`src/rtl/mem_port_arbiter_pkg.sv`:
```
// Shared types for the N-port memory arbiter: FSM states, operation kinds
// and arbitration mode selectors.
package mem_arb_types;
  typedef enum logic {IDLE, BUSY} state_t;
  typedef enum logic {OP_READ, OP_WRITE} op_t;
  localparam int ARB_RR    = 0;
  localparam int ARB_FIXED = 1;
endpackage

```
`src/rtl/mem_port_arbiter_grant.sv`:
```
// Winner selection for the memory arbiter: round-robin from a registered
// pointer, or fixed priority with port 0 highest.
module arb_grant
  import mem_arb_types::*;
#(
  parameter int NUM_PORTS = 2,
  parameter int ARB_MODE  = ARB_RR,
  parameter int IDX_W     = $clog2(NUM_PORTS)
) (
  input  logic                 clk,
  input  logic                 rst,
  input  logic [NUM_PORTS-1:0] active,
  input  logic                 grant_en,
  output logic                 any,
  output logic [IDX_W-1:0]     grant_idx,
  output logic [NUM_PORTS-1:0] grant_onehot
);
  localparam logic [IDX_W:0]   NP   = (IDX_W+1)'(NUM_PORTS);
  localparam logic [IDX_W-1:0] LAST = IDX_W'(NUM_PORTS-1);

  logic [IDX_W-1:0] ptr;
  logic [IDX_W:0]   sum;
  logic [IDX_W-1:0] cand;

  // Walk candidates in search order; the first active one wins.
  always_comb begin
    any       = 1'b0;
    grant_idx = '0;
    sum       = '0;
    cand      = '0;
    for (int i = 0; i < NUM_PORTS; i++) begin
      sum  = (ARB_MODE == ARB_FIXED) ? (IDX_W+1)'(i) : {1'b0, ptr} + (IDX_W+1)'(i);
      cand = IDX_W'((sum >= NP) ? sum - NP : sum);
      if (!any && active[cand]) begin
        any       = 1'b1;
        grant_idx = cand;
      end
    end
    grant_onehot            = '0;
    grant_onehot[grant_idx] = any;
  end

  always_ff @(posedge clk) begin
    if (rst) begin
      ptr <= '0;
    end else if (ARB_MODE == ARB_RR && grant_en && any) begin
      ptr <= (grant_idx == LAST) ? '0 : grant_idx + IDX_W'(1);
    end
  end
endmodule

```
`src/rtl/mem_port_arbiter.sv`:
```
// Merges NUM_PORTS hold-until-resp request ports onto one downstream memory
// port; the granted request is latched so later requester changes are ignored.
module mem_port_arbiter
  import mem_arb_types::*;
#(
  parameter int NUM_PORTS = 2,
  parameter int ADDR_W    = 32,
  parameter int DATA_W    = 32,
  parameter int ARB_MODE  = ARB_RR
) (
  input  logic                          clk,
  input  logic                          rst,
  input  logic [NUM_PORTS-1:0]          req_read,
  input  logic [NUM_PORTS-1:0]          req_write,
  input  logic [NUM_PORTS*DATA_W/8-1:0] req_wmask,
  input  logic [NUM_PORTS*ADDR_W-1:0]   req_address,
  input  logic [NUM_PORTS*DATA_W-1:0]   req_wdata,
  output logic [NUM_PORTS-1:0]          req_resp,
  output logic [DATA_W-1:0]             req_rdata,
  output logic                          mem_read,
  output logic                          mem_write,
  output logic [DATA_W/8-1:0]           mem_wmask,
  output logic [ADDR_W-1:0]             mem_address,
  output logic [DATA_W-1:0]             mem_wdata,
  input  logic                          mem_resp,
  input  logic [DATA_W-1:0]             mem_rdata
);
  localparam int MASK_W = DATA_W/8;
  localparam int IDX_W  = $clog2(NUM_PORTS);

  state_t               state;
  op_t                  g_op;
  logic [NUM_PORTS-1:0] owner_q;
  logic [NUM_PORTS-1:0] active;
  logic                 any;
  logic [IDX_W-1:0]     g_idx;
  logic [NUM_PORTS-1:0] g_onehot;

  assign active = req_read | req_write;
  // A port raising both strobes is served as a write.
  assign g_op   = req_write[g_idx] ? OP_WRITE : OP_READ;

  arb_grant #(
    .NUM_PORTS(NUM_PORTS),
    .ARB_MODE (ARB_MODE),
    .IDX_W    (IDX_W)
  ) u_grant (
    .clk         (clk),
    .rst         (rst),
    .active      (active),
    .grant_en    (state == IDLE),
    .any         (any),
    .grant_idx   (g_idx),
    .grant_onehot(g_onehot)
  );

  always_ff @(posedge clk) begin
    if (rst) begin
      state       <= IDLE;
      owner_q     <= '0;
      mem_read    <= 1'b0;
      mem_write   <= 1'b0;
      mem_wmask   <= '0;
      mem_address <= '0;
      mem_wdata   <= '0;
    end else begin
      case (state)
        IDLE: if (any) begin
          state       <= BUSY;
          owner_q     <= g_onehot;
          mem_read    <= (g_op == OP_READ);
          mem_write   <= (g_op == OP_WRITE);
          mem_wmask   <= req_wmask[g_idx*MASK_W +: MASK_W];
          mem_address <= req_address[g_idx*ADDR_W +: ADDR_W];
          mem_wdata   <= req_wdata[g_idx*DATA_W +: DATA_W];
        end
        BUSY: if (mem_resp) begin
          state     <= IDLE;
          mem_read  <= 1'b0;
          mem_write <= 1'b0;
        end
      endcase
    end
  end

  assign req_resp  = (state == BUSY && mem_resp) ? owner_q : '0;
  assign req_rdata = mem_rdata;
endmodule

```
`config.mk`:
```
export PLATFORM = sky130hd
export DESIGN_NAME = mem_port_arbiter
export DESIGN_NICKNAME = d
export VERILOG_FILES = /design/src/rtl/mem_port_arbiter_pkg.sv /design/src/rtl/mem_port_arbiter_grant.sv /design/src/rtl/mem_port_arbiter.sv
export SDC_FILE = /design/constraint.sdc
export NUM_CORES = 1
export LEC_CHECK = 0
export CORE_AREA = 2 2 107 109
export DETAILED_ROUTE_END_ITERATION = 10
export DIE_AREA = 0 0 109 111
export PLACE_DENSITY = 0.83
export SLEW_MARGIN = 25
export SYNTH_ARGS = -nofsm -noshare
export SYNTH_HDL_FRONTEND = slang
export SYNTH_SLANG_ARGS = --single-unit
```
`constraint.sdc`:
```
create_clock -name clk -period 3.5 [get_ports clk]
set_input_delay 0.7 -clock clk [delete_from_list [all_inputs] [get_ports clk]]
set_output_delay 0.7 -clock clk [all_outputs]
set_load 0.1 [all_outputs]
```
==> results.txt, run 1 <==
----------------------------------------------------
[Status]
  Run status ... finished clean

[Flow run]
  Max Cap Viol ... 0

[Clock network]
  Clock buffers created by TritonCTS ... 9
  Deepest level of the CTS H-tree ... 3
  Setup bufs post-CTS ... 0
  Maximum buffer depth of the clock tree ... 2
  CTS tree ... yes
  Insertion delay of the later-clocked pin in the worst-skew pair ... 330 ps
  Clock-pin slew of the registers on the worst-case setup and hold paths ... 60 ps
  Clk sinks ... 74
  Hold buffer count at CTS ... 0
  Root Buffer ... clkbuf_16
  Post-CTS Resized ... 0

[Final layout]
  Layout cells sized above 1 ... 6.35%
  Net total in the final layout ... 784
  Core occupancy in the finished layout ... 54.7%
  Inserted Diodes ... 0
  Most common library cell in the layout ignoring fill and taps ... clkdlybuf4s50_1
  Area growth syn-to-layout ... 61.2%
  Highest-count cells in the layout ignoring fill and taps ... clkdlybuf4s50_1, dfxtp_1, o21ai_0, nand3_1, a21oi_1
  Final instance area ... 6060 um^2

[Route]
  Total number of vias ... 4,451
  Detailed-route DRC error count ... 0
  Final routed wire length divided by cell count ... 18.3 um
  Sum of routed wire length over all layers ... 13,900 um
  Number of detailed-route iterations in the first pass ... 5
  Antenna Violating Nets Remaining ... 0
  Via density ... 5.88
  Initial DRC Count ... 468

[Floorplanning]
  Number of standard-cell rows in the floorplan ... 39
  Initial Utilization ... 33.9%
  Chip Width ... 109 um
  Die area ... 12,100 um^2
  Overall die height ... 111 um
  Total core area ... 11,100 um^2
  Ports placed on the boundary ... 279

[Placed design]
  Placed cell area ... 5710 um^2
  Half-perimeter wire length after detailed placement ... 9620 um
  Global placer's final weighted congestion ... 0.833
  Placement-stage worst setup slack ... 492 ps
  IO Port Bufs ... 214

[Global route]
  Antenna violations before repair ... 0
  Met3 track demand over resource in global routing ... 5.23%
  Met1 GRT Util ... 25.0%
  Met2 routing resource usage after global routing ... 38.4%
  Global-route wire length before repair ... 21,500 um
  Number of global-route vias before repair ... 4,461
  Peak-usage layer in the global routing report ... met2
  Aggregate global routing overflow ... 0
  Largest net degree at the start of global routing ... 72
  Overall fraction of global-route tracks in use ... 22.0%

[Timing]
  Post-layout minimum cycle time ... 2670 ps
  Count of endpoints failing hold in the final timing report ... 0
  Worst hold slack after final layout ... 477 ps
  Worst slew pin tran ... 1010 ps
  Final setup vio count ... 0
  Unrepaired setup endpoints after global routing ... no
  Worst max-slew margin expressed relative to the limit ... 32.6%
  Max-slew violation total from the final report ... 0
  Maximum clock rate ... 375 MHz
  Portion of the clock cycle consumed by the worst path in the final layout ... 76.2%
  Final-layout setup total negative slack ... 0 ps
  Worst Slack Setup Final ... 832 ps
  Clock Skews ... 6.86 ps

[Setup path]
  Required time reported for the critical path endpoint ... 3680 ps
  Count of buffering cells on the critical path with inverters included ... 2
  Largest stage delay, worst path ... 630 ps
  Critical setup path kind ... primary input to register
  CP cell instances ... clkdlybuf4s50_1, nor4_2, nor2_4, buf_4, a311oi_1
  Sort of element at the start of the critical path ... primary input
  Critical path capture point type ... register
  Worst Path Arrival ... 2840 ps
  CP max stage cell ... clkdlybuf4s50_1
  Maximum net fanout on the critical path ... 37
  Kind of cell adding the most delay to the critical path ... buffers and inverters

[Yosys]
  Ys Warns ... 0
  Share of Yosys cell area claimed by the top area cell type ... 39.4%
  Synth unique cells ... 26
  Proportion of synthesized chip area in sequential cells ... 39.4%
  Post-synthesis cell count ... 466
  Synthesized net count ... 641
  Cell type contributing the most total cell area after synthesis ... dfxtp_1
  Seq cells post-synth ... 74
  Netlist area before placement ... 3760 um^2
  Top area cells in the synthesized netlist ... dfxtp_1, a311oi_1, a21oi_1
  Post-Syn Area per Cell ... 8.07 um^2

[Power]
  Total power density per cell area ... 552 nW/um^2
  Static leakage power ... 2.08 nW
  Maximum resistive drop on vdd ... 242 uV

[Worst hold path]
  Class of the most critical hold timing path ... register to register

----------------------------------------------------
final cells by class:
| cell class | instances | area, um^2 |
|---|---|---|
| clock buffers | 9 | 225 |
| clock inverters | 7 | 124 |
| fillers | 1015 | 5020 |
| inverters | 1 | 6.26 |
| multi-input cells | 299 | 1820 |
| flip-flops and latches | 74 | 1480 |
| well taps | 143 | 179 |
| repair buffers | 224 | 2230 |
synthesized netlist by cell type:
| library cell | number |
|---|---|
| nand3_1 | 70 |
| o211ai_1 | 1 |
| a21boi_0 | 1 |
| o21ba_2 | 1 |
| inv_2 | 1 |
| a311oi_1 | 68 |
| dfxtp_1 | 74 |
| o21a_1 | 2 |
| or2_2 | 1 |
| buf_4 | 33 |
| or4_1 | 1 |
| nor4_2 | 1 |
| a21oi_1 | 70 |
| a31oi_1 | 2 |
| nor2_1 | 4 |
| buf_1 | 2 |
| nand2_1 | 1 |
| and3_1 | 2 |
| clkbuf_2 | 1 |
| nor2b_1 | 1 |
| clkbuf_1 | 54 |
| nand2b_1 | 1 |
| buf_6 | 2 |
| o21bai_1 | 1 |
| o2111a_1 | 1 |
| o21ai_0 | 70 |
registers in the layout, indices dropped and copies added, names as in the netlist:
| name | flops |
|---|---|
| mem_address | 32 |
| mem_wdata | 32 |
| mem_wmask | 4 |
| owner_q | 2 |
| mem_read | 1 |
| mem_write | 1 |
| state | 1 |
| u_grant.ptr | 1 |
worst paths after layout:
path,from,end,slack (ps),depth (start not counted)
setup / recovery,req_write[0],mem_wdata[21],830,5
hold / removal,owner_q[0],owner_q[0],480,1
setup reg to reg,state,mem_wdata[21],1480,3
hold reg to reg,owner_q[0],owner_q[0],480,1
logic make-up after synthesis:
family	count (synthesis)	synth area share [%]
AO/OA/AOI/OAI	217	36.4
AND/OR/NAND/NOR	82	11.2
flip-flops	74	39.4
buffers and inverters	93	13.0
power breakdown:
part,internal [mW],switching (mW)
registers,0.931,0.0518
clock network,0.704,0.381
logic,0.386,0.891
total,2.02,1.32
through the flow:
step | total power, mW | instances
floorplan | 2.03 | 466
global placement | 2.25 | 741
detailed placement | 2.27 | 741
CTS | 3.36 | 757
global route | 3.46 | 757
finish | 3.35 | 757
per-layer routing:
metal	wire length, um	up-vias
li1	-	2044
met1	5070	2111
met2	7080	252
met3	1270	44
met4	461	0
met5	0	-
No activity file was read; power rests on OpenSTA's default activity.
==> run 2, diff against run 1 <==
Settings changed: CORE_AREA 2 2 107 109 to default, CORE_ASPECT_RATIO from default to 1.75, CORE_MARGIN from default to 2, CORE_UTILIZATION from default to 31, DIE_AREA 0 0 109 111 to default, PLACE_DENSITY 0.83 to 0.79.
Clock period 3.5 ns to 2.4 ns, I/O delays scaled along.
==> run 2 against run 1 <==
Against the previous run:
- sequential cell count is the same
- total power grew 42%
- core utilization is 4.3 points lower
- non-clock buffer count grew 9
- wire length increased by 4.5%
- count of clock-buffer cells in the layout grew 2
- hold slack gained 2.5 ps
- worst setup slack got worse by 420 ps
- first-iteration DRC count decreased by 49%
- clock skew decreased by 0.53 ps
- critical endpoint is now mem_wdata[3]
- largest cell class unchanged
==> results.txt, run 2 (same netlist as run 1, synthesis figures left out) <==
----------------------------------------------------
[Timing]
  Clock Skews ... 6.33 ps (was 6.86 ps)
  Unrepaired setup endpoints after global routing ... no (unchanged)
  Worst Slack Setup Final ... 415 ps (was 832 ps)
  Worst slew pin tran ... 648 ps (was 1010 ps)
  Count of endpoints failing hold in the final timing report ... 0 (unchanged)
  Final setup vio count ... 0 (unchanged)
  Maximum clock rate ... 504 MHz
  Post-layout minimum cycle time ... 1990 ps
  Final-layout setup total negative slack ... 0 ps (unchanged)
  Worst max-slew margin expressed relative to the limit ... 56.8% (was 32.6%)
  Max-slew violation total from the final report ... 0 (unchanged)
  Portion of the clock cycle consumed by the worst path in the final layout ... 82.7%
  Worst hold slack after final layout ... 479 ps (was 477 ps)

[Clock network]
  Root Buffer ... clkbuf_16 (unchanged)
  Insertion delay of the later-clocked pin in the worst-skew pair ... 330 ps (about the same)
  Post-CTS Resized ... 0 (unchanged)
  Clk sinks ... 74 (unchanged)
  Maximum buffer depth of the clock tree ... 2 (unchanged)
  Clock-pin slew of the registers on the worst-case setup and hold paths ... 60 ps (about the same)
  Deepest level of the CTS H-tree ... 3 (unchanged)
  CTS tree ... yes (unchanged)
  Setup bufs post-CTS ... 0 (unchanged)
  Clock buffers created by TritonCTS ... 9 (unchanged)
  Hold buffer count at CTS ... 0 (unchanged)

[Floorplanning]
  Chip Width ... 87.2 um (was 109 um)
  Die area ... 13,100 um^2 (was 12,100 um^2)
  Number of standard-cell rows in the floorplan ... 53 (was 39)
  Initial Utilization ... 31.5% (was 33.9%)
  Ports placed on the boundary ... 279 (unchanged)
  Total core area ... 11,900 um^2 (was 11,100 um^2)
  Overall die height ... 150 um (was 111 um)

[Setup path]
  Critical setup path kind ... primary input to register (unchanged)
  Required time reported for the critical path endpoint ... 2570 ps (was 3680 ps)
  Critical path capture point type ... register (unchanged)
  Worst Path Arrival ... 2160 ps (was 2840 ps)
  Startpoint of the lowest-slack register-to-register path ... state (unchanged)
  Maximum net fanout on the critical path ... 68 (was 37)
  Sort of element at the start of the critical path ... primary input (unchanged)
  Setup crit start ... req_read[1] (was req_write[0])

[Route]
  Number of detailed-route iterations in the first pass ... 5 (unchanged)
  Final routed wire length divided by cell count ... 19.1 um (was 18.3 um)
  Total number of vias ... 4,443 (was 4,451)
  Initial DRC Count ... 238 (was 468)
  Via density ... 5.85 (was 5.88)
  Sum of routed wire length over all layers ... 14,500 um (was 13,900 um)
  Antenna Violating Nets Remaining ... 0 (unchanged)
  Detailed-route DRC error count ... 0 (unchanged)

[Final layout]
  Layout cells sized above 1 ... 18.5% (was 6.35%)
  Highest-count cells in the layout ignoring fill and taps ... clkdlybuf4s50_1, buf_4, dfxtp_1 (was clkdlybuf4s50_1, dfxtp_1, o21ai_0, nand3_1, a21oi_1)
  Filler cell count ... 1,161 (was 1,015)
  Post-Layout Cell Count ... 760 (was 757)
  Most common library cell in the layout ignoring fill and taps ... clkdlybuf4s50_1 (unchanged)
  Core occupancy in the finished layout ... 50.4% (was 54.7%)
  Largest registers ranked by flip-flop count ... mem_address x32, mem_wdata x32, mem_wmask x4 (unchanged)
  Area growth syn-to-layout ... 60.1% (was 61.2%)
  Net total in the final layout ... 793 (was 784)
  Inserted Diodes ... 0 (unchanged)

[Placed design]
  Global placer's final weighted congestion ... 0.805 (was 0.833)
  Placement-stage worst setup slack ... 102 ps (was 492 ps)
  Placed cell count ... 744 (was 741)
  IO Port Bufs ... 214 (unchanged)
  Half-perimeter wire length after detailed placement ... 9930 um (was 9620 um)

[Global route]
  Aggregate global routing overflow ... 0 (unchanged)
  Number of global-route vias before repair ... 4,344 (was 4,461)
  Overall fraction of global-route tracks in use ... 21.3% (was 22.0%)
  Largest net degree at the start of global routing ... 72 (unchanged)
  Global-route wire length before repair ... 21,900 um (was 21,500 um)
  Antenna violations before repair ... 0 (unchanged)

[Power]
  Total power density per cell area ... 788 nW/um^2 (was 552 nW/um^2)
  Maximum resistive drop on vdd ... 365 uV (was 242 uV)
  Static leakage power ... 2.26 nW (was 2.08 nW)

[Flow run]
  Max Cap Viol ... 0 (unchanged)

[Status]
  Run status ... finished clean (unchanged)

[Worst hold path]
  Class of the most critical hold timing path ... register to register (unchanged)
  Hold Crit Start ... owner_q[0] (unchanged)

----------------------------------------------------
-- run 2: cell types whose count changed in the layout (fill, tap and decap cells not counted), moves of 2 or more --
| cell | change |
|---|---|
| buf_12 | +8 |
| clkdlybuf4s50_1 | -68 |
| inv_6 | -3 |
| clkinv_2 | +2 |
| buf_4 | +69 |
-- run 2: final cells by class --
cell class	count	area (um^2)	area share [%]
repair buffers	233	2220	37.0
multi-input cells	299	1820	30.2
clock inverters	5	77.6	1.29
inverters	1	3.75	0.0624
clock buffers	11	243	4.03
well taps	137	171	2.85
flip-flops and latches	74	1480	24.6
-- run 2: worst max-delay path, stage by stage --
cell and delay [ps]:
clkdlybuf4s50_1 440, or4_2 700, buf_12 240, a21oi_1 190, a311oi_1 70
-- run 2: path summary, 6_finish.rpt --
kind | end | slack, ps | depth (start not counted)
setup / recovery | mem_wdata[3] | 410 | 5
hold / removal | owner_q[0] | 480 | 1
setup reg to reg | mem_wdata[16] | 700 | 4
hold reg to reg | owner_q[0] | 480 | 1
-- run 2: power by group --
group | internal [mW] | switching, mW | total (mW)
sequential | 1.36 | 0.0783 | 1.44
combinational | 0.554 | 1.31 | 1.86
clock | 0.935 | 0.504 | 1.44
total | 2.85 | 1.89 | 4.74
-- run 2: stage by stage --
stage               power, mW  cell area [um^2]
floorplan                2.97              3760
global placement         3.30              5700
detailed placement       3.33              5700
CTS                      4.78              6020
global route             4.91              6020
finish                   4.74              6020
-- run 2: layer usage --
| layer | global-route usage (%) | routed length [um] | vias up |
|---|---|---|---|
| met5 | 0 | 0 | - |
| met4 | 13.8 | 890 | 0 |
| met3 | 3.31 | 899 | 82 |
| met2 | 37.2 | 7520 | 229 |
| met1 | 23.2 | 5190 | 2073 |
| li1 | - | - | 2059 |
